<file path="src/rtl/seq_detect_prog.sv">
// seq_detect_prog: programmable serial bit-pattern detector.
// Compares a serial bit stream against a runtime-loadable pattern of length
// 1..N, with overlapping or non-overlapping detection, and raises a registered
// (Moore) match flag z for one cycle per hit.
// Optional feature macro: SEQ_DETECT_PROG_CNT_EN builds the saturating
// match counter; without it match_cnt is tied to zero.
module seq_detect_prog #(
  parameter int             N       = 4,
  parameter logic [N-1:0]   DEF_PAT = 4'b0110,
  parameter int             CNT_W   = 8,
  localparam int            LW      = $clog2(N + 1)
) (
  input  logic             clk,
  input  logic             reset,
  input  logic             x,
  input  logic             in_valid,
  input  logic             overlap,
  input  logic             pat_load,
  input  logic [N-1:0]     pat_in,
  input  logic [LW-1:0]    len_in,
  output logic             z,
  output logic [CNT_W-1:0] match_cnt
);

  // Only the newest N-1 samples are kept: together with the incoming bit they
  // form the N-bit comparison window, so the oldest bit is never needed.
  logic [N-1:0]  pat_q, pat_d;
  logic [LW-1:0] len_q, len_d;
  logic [N-2:0]  hist_q, hist_d;
  logic [LW-1:0] fill_q, fill_d;
  logic          z_q, z_d;

  logic [N-1:0]  window;
  logic [N-1:0]  len_mask;
  logic [LW-1:0] fill_inc;
  logic          hit;
  logic          valid_hit;

  // Match evaluation on the window that includes the current bit.
  always_comb begin
    window   = {hist_q, x};
    fill_inc = (fill_q >= LW'(N)) ? LW'(N) : fill_q + 1'b1;
    len_mask = '0;
    for (int i = 0; i < N; i++) begin
      len_mask[i] = (LW'(i) < len_q);
    end
    hit       = (fill_inc >= len_q) && ((window & len_mask) == (pat_q & len_mask));
    valid_hit = in_valid && !pat_load && hit;
  end

  // Next-state for pattern, length, history, fill and match flag.
  always_comb begin
    pat_d  = pat_q;
    len_d  = len_q;
    hist_d = hist_q;
    fill_d = fill_q;
    z_d    = 1'b0;
    if (pat_load) begin
      pat_d  = pat_in;
      len_d  = ((len_in == '0) || (len_in > LW'(N))) ? LW'(N) : len_in;
      hist_d = '0;
      fill_d = '0;
    end else if (in_valid) begin
      hist_d = window[N-2:0];
      // Non-overlapping: a hit consumes its whole window.
      fill_d = (hit && !overlap) ? '0 : fill_inc;
      z_d    = hit;
    end
  end

  // State registers with synchronous reset.
  always_ff @(posedge clk) begin
    if (reset) begin
      pat_q  <= DEF_PAT;
      len_q  <= LW'(N);
      hist_q <= '0;
      fill_q <= '0;
      z_q    <= 1'b0;
    end else begin
      pat_q  <= pat_d;
      len_q  <= len_d;
      hist_q <= hist_d;
      fill_q <= fill_d;
      z_q    <= z_d;
    end
  end

  assign z = z_q;

`ifdef SEQ_DETECT_PROG_CNT_EN
  logic [CNT_W-1:0] cnt_q, cnt_d;

  // Saturating hit counter, cleared by a pattern load.
  always_comb begin
    cnt_d = cnt_q;
    if (pat_load) begin
      cnt_d = '0;
    end else if (valid_hit && (cnt_q != '1)) begin
      cnt_d = cnt_q + 1'b1;
    end
  end

  // Counter register with synchronous reset.
  always_ff @(posedge clk) begin
    if (reset) begin
      cnt_q <= '0;
    end else begin
      cnt_q <= cnt_d;
    end
  end

  assign match_cnt = cnt_q;
`else
  logic unused_hit;
  assign unused_hit = valid_hit;
  assign match_cnt  = '0;
`endif

endmodule

</file>
<file path="config.mk">
export PLATFORM = sky130hd
export DESIGN_NAME = seq_detect_prog
export DESIGN_NICKNAME = d
export VERILOG_FILES = /design/src/rtl/seq_detect_prog.sv
export SDC_FILE = /design/constraint.sdc
export NUM_CORES = 1
export LEC_CHECK = 0
export ABC_AREA = 1
export CORE_UTILIZATION = 40
export DETAILED_ROUTE_END_ITERATION = 16
export DONT_BUFFER_PORTS = 1
export MAX_ROUTING_LAYER = met4
export PLACE_DENSITY = 0.52
export SETUP_SLACK_MARGIN = 0.15
export SYNTH_ARGS = -nofsm -noshare
export SYNTH_HDL_FRONTEND = slang
export SYNTH_SLANG_ARGS = --single-unit
</file>
<file path="constraint.sdc">
create_clock -name clk -period 3.9 [get_ports clk]
set_input_delay 0.78 -clock clk [delete_from_list [all_inputs] [get_ports clk]]
set_output_delay 0.78 -clock clk [all_outputs]
set_load 0.01 [all_outputs]
</file>
== After elaboration in Yosys (flattened, before gate mapping) ==
Cells that the tools add are included.

* Bits in registers: 14
* Latch bits: 0
* RAM bits: 0
* ROM bits: 0
* Bits of input ports: 13
* Output and inout bits: 9
* Memories: 0

* Add/sub/neg operators: 1
* Multiply operators: 0
* Div/mod/pow operators: 0
* Order comparisons: 7
* Equality and inequality tests: 1
* Shift-type cells: 0
* Mux-type cells: 3
* Bitwise gates (word level): 3
* Reductions and logical operators: 7

{| class="wikitable"
|+ Operators with widths
! kind !! number
|-
| 3-bit two-way mux || 3
|-
| 4-bit bitwise AND || 2
|-
| 1-bit by 3-bit < comparator with 1-bit output (first input constant) || 2
|-
| 2-bit by 3-bit < comparator with 1-bit output (first input constant) || 2
|-
| 4-bit equality test || 1
|-
| 3-bit by 1-bit adder with 3-bit output (second input constant) || 1
|-
| 3-bit >= comparator || 1
|-
| 3-bit >= comparator (second input constant) || 1
|-
| 3-bit greater-than comparator (second input constant) || 1
|-
| 3-bit zero test || 1
|-
| 3-bit OR reduction || 1
|-
| 1-bit logical AND || 2
|-
| 2-bit OR reduction || 1
|-
| 1-bit zero test || 1
|-
| 1-bit logical OR || 1
|-
| 1-bit NOT || 1
|}

== Longest topological paths before layout ==
* Depth in word-level cells: 6
* Mapped depth: 10
* Mapped depth without buffers: 10

== Least setup slack after synthesis ==
OpenSTA, ideal clock, no wires.

* Path type: input to register
* Start: input port len_in[0]
* End: register len_q[0]
* Library setup time: 0.117 ns
* Arrival: 1.464 ns
* Path slack: 2.319 ns
* Stages on the path: 5
* Buffers on the path: 0
* Cells stage by stage: or2_2 > ha_1 > inv_1 > nand4_1 > o21ai_1

* Longest elaborated chain between the ends: 3
* Elaborated cells on any way between the ends: 4
* Classes of those cells: order compare: 1; mux: 1; reduce/logical: 2

{| class="wikitable"
|+ RTL lines
! item !! RTL line !! RTL
|-
| start, declared || 20 || <nowiki>input logic [LW-1:0] len_in,</nowiki>
|-
| 3-bit greater-than comparator / 3-bit zero test (equally long branches) || 60 || <nowiki>len_d = ((len_in == '0) || (len_in > LW'(N))) ? LW'(N) : len_in;</nowiki>
|-
| 1-bit logical OR || 60 ||
|-
| 3-bit two-way mux (*) || 60 ||
|-
| end signal, assigned || 75 || <nowiki>len_q <= LW'(N);</nowiki>
|-
| end signal, assigned || 81 || <nowiki>len_q <= len_d;</nowiki>
|-
| end, declared || 28 || <nowiki>logic [LW-1:0] len_q, len_d;</nowiki>
|}

Every way passes the cells marked *; elsewhere a longest branch is shown, timed or not.
A chain may end at the register's enable or synchronous reset.

== Worst setup path in the final report ==
* Start: register fill_q[0]
* End: register fill_q[1]

* Longest elaborated chain between the ends: 6
* Elaborated cells on any way between the ends: 7
* Classes of those cells: add/sub: 1; order compare: 2; mux: 2; reduce/logical: 2

{| class="wikitable"
|+ RTL lines
! item !! RTL line !! RTL
|-
| start, declared || 30 || <nowiki>logic [LW-1:0] fill_q, fill_d;</nowiki>
|-
| start signal, assigned || 83 || <nowiki>fill_q <= fill_d;</nowiki>
|-
| 3-bit by 1-bit adder with 3-bit output / 3-bit >= comparator (equally long branches) || 42 || <nowiki>fill_inc = (fill_q >= LW'(N)) ? LW'(N) : fill_q + 1'b1;</nowiki>
|-
| 3-bit two-way mux (*) || 42 ||
|-
| 3-bit >= comparator || 47 || <nowiki>hit = (fill_inc >= len_q) && ((window & len_mask) == (pat_q & len_mask));</nowiki>
|-
| 1-bit logical AND || 47 ||
|-
| 1-bit logical AND || 66 || <nowiki>fill_d = (hit && !overlap) ? '0 : fill_inc;</nowiki>
|-
| 3-bit two-way mux (*) || 66 ||
|}

Marked as above.

==> results.toml <==
[setup_path]
critical_path_arrival_ns = 1.88
critical_path_class = "register to register"
worst_setup_path_end_kind = "register"
start_kind = "register"
maximum_net_fanout_on_the_critical_path = 3
worst_ep_required_time_ns = 4.09

[layout]
sequential_cell_area_um2 = 280.3
antenna-diode-count = 0
final_layout_size_suffix_gt1_share_pct = 13.56
fill_cells = 212
syn2layout_area_growth_pct = 2.811
nNetsFinal = 138
multi_input_gate_area_um2 = 429.2
final_cell_area_um2 = 869.6

[logic_synthesis]
ys_warn_count = 0
average_footprint_of_a_synthesized_cell_um2 = 7.229
synth_top_area_share_pct = 33.14
synth-async-reset-ratio_pct = 0
post-synth-top-area-cell = "dfxtp_1"
synth_edf_count = 0
postSynthRegisterBits = 14
synth_cells = 117
synth.lib_cells_used.distinct = 23
yosysSeqAreaShare_pct = 33.14
synth-main-ff-cell = "dfxtp_1"
netlist_area_um2 = 845.8
synth_area_leaders = "dfxtp_1 33%, inv_1 9.8%, ha_1 8.9%, nand2_1 8.4%, buf_4 8.0%"

[die]
floorplan.die.height_um = 47.99
start_util_pct = 42.68
area_of_the_die_um2 = 2303
chip_width_um = 47.99
rows = 16
fp.coreArea_um2 = 1982
io_pins = 22

[timing]
finalCritPeriodShare_pct = 43.43
hold-worst-slack_ns = 0.4791
slew_viol_final = 0
final.setup.worst_slack_ns = 2.206
grt_setup_unrepaired = "no"
fin_skew_ns = 0.001673
totalNegativeSetupSlack_ns = 0
timing.final.crit_period_ns = 1.694
setup_viol = 0
maxClockFrequency_ghz = 0.5904
hold_violations = 0

[power]
p_total_uw = 301.6
netSwitchingPower_uw = 79.83
clock_power_share_pct = 35.2
cellPowerDensity_nw_per_um2 = 346.8
power.share.combinational_pct = 13.6
max-vdd-ir-drop_mv = 0.1341
pwr-share-seq_pct = 51.2
leakagePower_uw = 0.0004564
intPower_uw = 221.7
p_sw_share_pct = 26.47

[job]
maxCapViolCount = 0

[placed_design]
placed_wire_length_estimate_after_detailed_placement_um = 1175
post_dp_cell_area_um2 = 833.3
port-buffer-count = 0
dpl_worst_slack_ns = 2.210
globalplace.congestion = 0.7669

[clocking]
postCtsSetupRepairBufs = 0
number_of_buffers_inserted_during_clock_tree_synthesis = 3
ctsHoldBuffers = 0
worstSkewPairLatency_ns = 0.28
cts_root_buffer = "clkbuf_4"
path_clk_slew_ns = 0.09
cts_max_path_buffers = 2
number_of_resized_instances_in_the_post_cts_repair_step = 0
clock_sinks = 14
tritoncts = "done"
cts-htree-levels = 1

[route]
detail_route.vias_per_cell = 4.497
post_route_wl_um = 1471
dr_total_vias = 652
drc = 0
final_antenna_net_count = 0
detail_route.wl_per_cell_um = 10.14
drt_first_iter_violations = 8
drt_pass1_iterations = 4

[grt]
global_route.usage.total_pct = 16.69
grt_remaining_overflow = 0
grt_first_pass_wirelength_um = 2635
antenna_found_initial = 0
via_count_of_the_first_global_routing_pass = 647
grt_max_degree = 13

[outcome]
outcome = "finished clean"

[hold_path]
hold_class = "register to register"
==> critical path, cell delays in order, from the launching register on <==
cell and delay (ns):
dfxtp_1 0.36, inv_1 0.07, ha_1 0.29, nand2_1 0.09, inv_1 0.05, ha_1 0.29, nand2_1 0.06, o211ai_2 0.17
nand3_2 0.11, nand2_1 0.07, inv_1 0.04
==> sequential cells by signal, indices dropped and copies added (netlist names) <==
signal and flops:
pat_q 4, z 1, fill_q 3, hist_q 3
len_q 3
==> cell families (layout without fill, tap and decap cells) <==
logic type / after synthesis / after routing / share of synthesized area [%]
AOI/OAI and AO/OA: 26 / 26 / 17.01
buffers and inverters: 34 / 28 / 19.23
DFF: 14 / 14 / 33.14
and+or+nand+nor: 36 / 36 / 21.30
other: 1 / 8 / 0.4434
adders and majority gates: 6 / 6 / 8.876
==> final cells by class <==
type | instances | share of cell area (%)
clock buffers | 4 | 4.173
inverters | 24 | 10.36
multi-input cells | 76 | 49.35
flip-flops and latches | 14 | 32.23
well taps | 27 | 3.885
==> final timing paths <==
check	slack (ns)	start	endpoint	cells past startpoint
setup / recovery	2.21	fill_q[0]$_SDFFE_PP0P_	fill_q[1]$_SDFFE_PP0P_	10
hold / removal	0.48	pat_q[2]$_SDFFE_PP1P_	pat_q[2]$_SDFFE_PP1P_	2
setup reg to reg	2.21	fill_q[0]$_SDFFE_PP0P_	fill_q[1]$_SDFFE_PP0P_	10
hold reg to reg	0.48	pat_q[2]$_SDFFE_PP1P_	pat_q[2]$_SDFFE_PP1P_	2
==> synth_stat cells (2+ instances only) <==
cell type	instances
o21ai_0	8
inv_1	22
nor2_2	2
a21oi_1	10
nand3_2	3
nor2_1	5
nand2_1	19
nand4_1	2
o21ai_1	5
ha_1	6
buf_4	9
dfxtp_1	14
inv_2	2
==> per-stage QoR <==
| step | utilization (%) | instances |
|---|---|---|
| 2_1_floorplan | - | 124 |
| 3_3_place_gp | 42.05 | 141 |
| 3_5_place_dp | 42.05 | 141 |
| 4_1_cts | 43.88 | 145 |
| 5_1_grt | 43.88 | 145 |
| 6_report | 43.88 | 145 |
==> cell usage in the layout (no fill, tap or decap), types with 3 or more instances in the layout <==
master and instances:
clkbuf_4 3, nand2_1 19, conb_1 8, a21oi_1 10, ha_1 6, nor2_1 5, inv_1 22, nand3_2 3
o21ai_1 5, o21ai_0 8, dfxtp_1 14
==> metal layers <==
layer	up-vias	track usage, %	share of wire [%]
li1	353	-	-
met1	281	21.44	48
met2	18	26.76	47
met3	0	2.642	4.8
met4	0	5.000	0
met5	-	-	0
==> power groups by stage <==
stage          sequential [µW]  clock [µW]  combinational [µW]
2_1_floorplan              157           0                43.8
3_3_place_gp               158           0                40.1
3_5_place_dp               158           0                41.2
4_1_cts                    155         109                41.5
5_1_grt                    156         117                48.3
6_report                   155         106                41.0
Note: power is estimated with default switching activity, not from simulation.
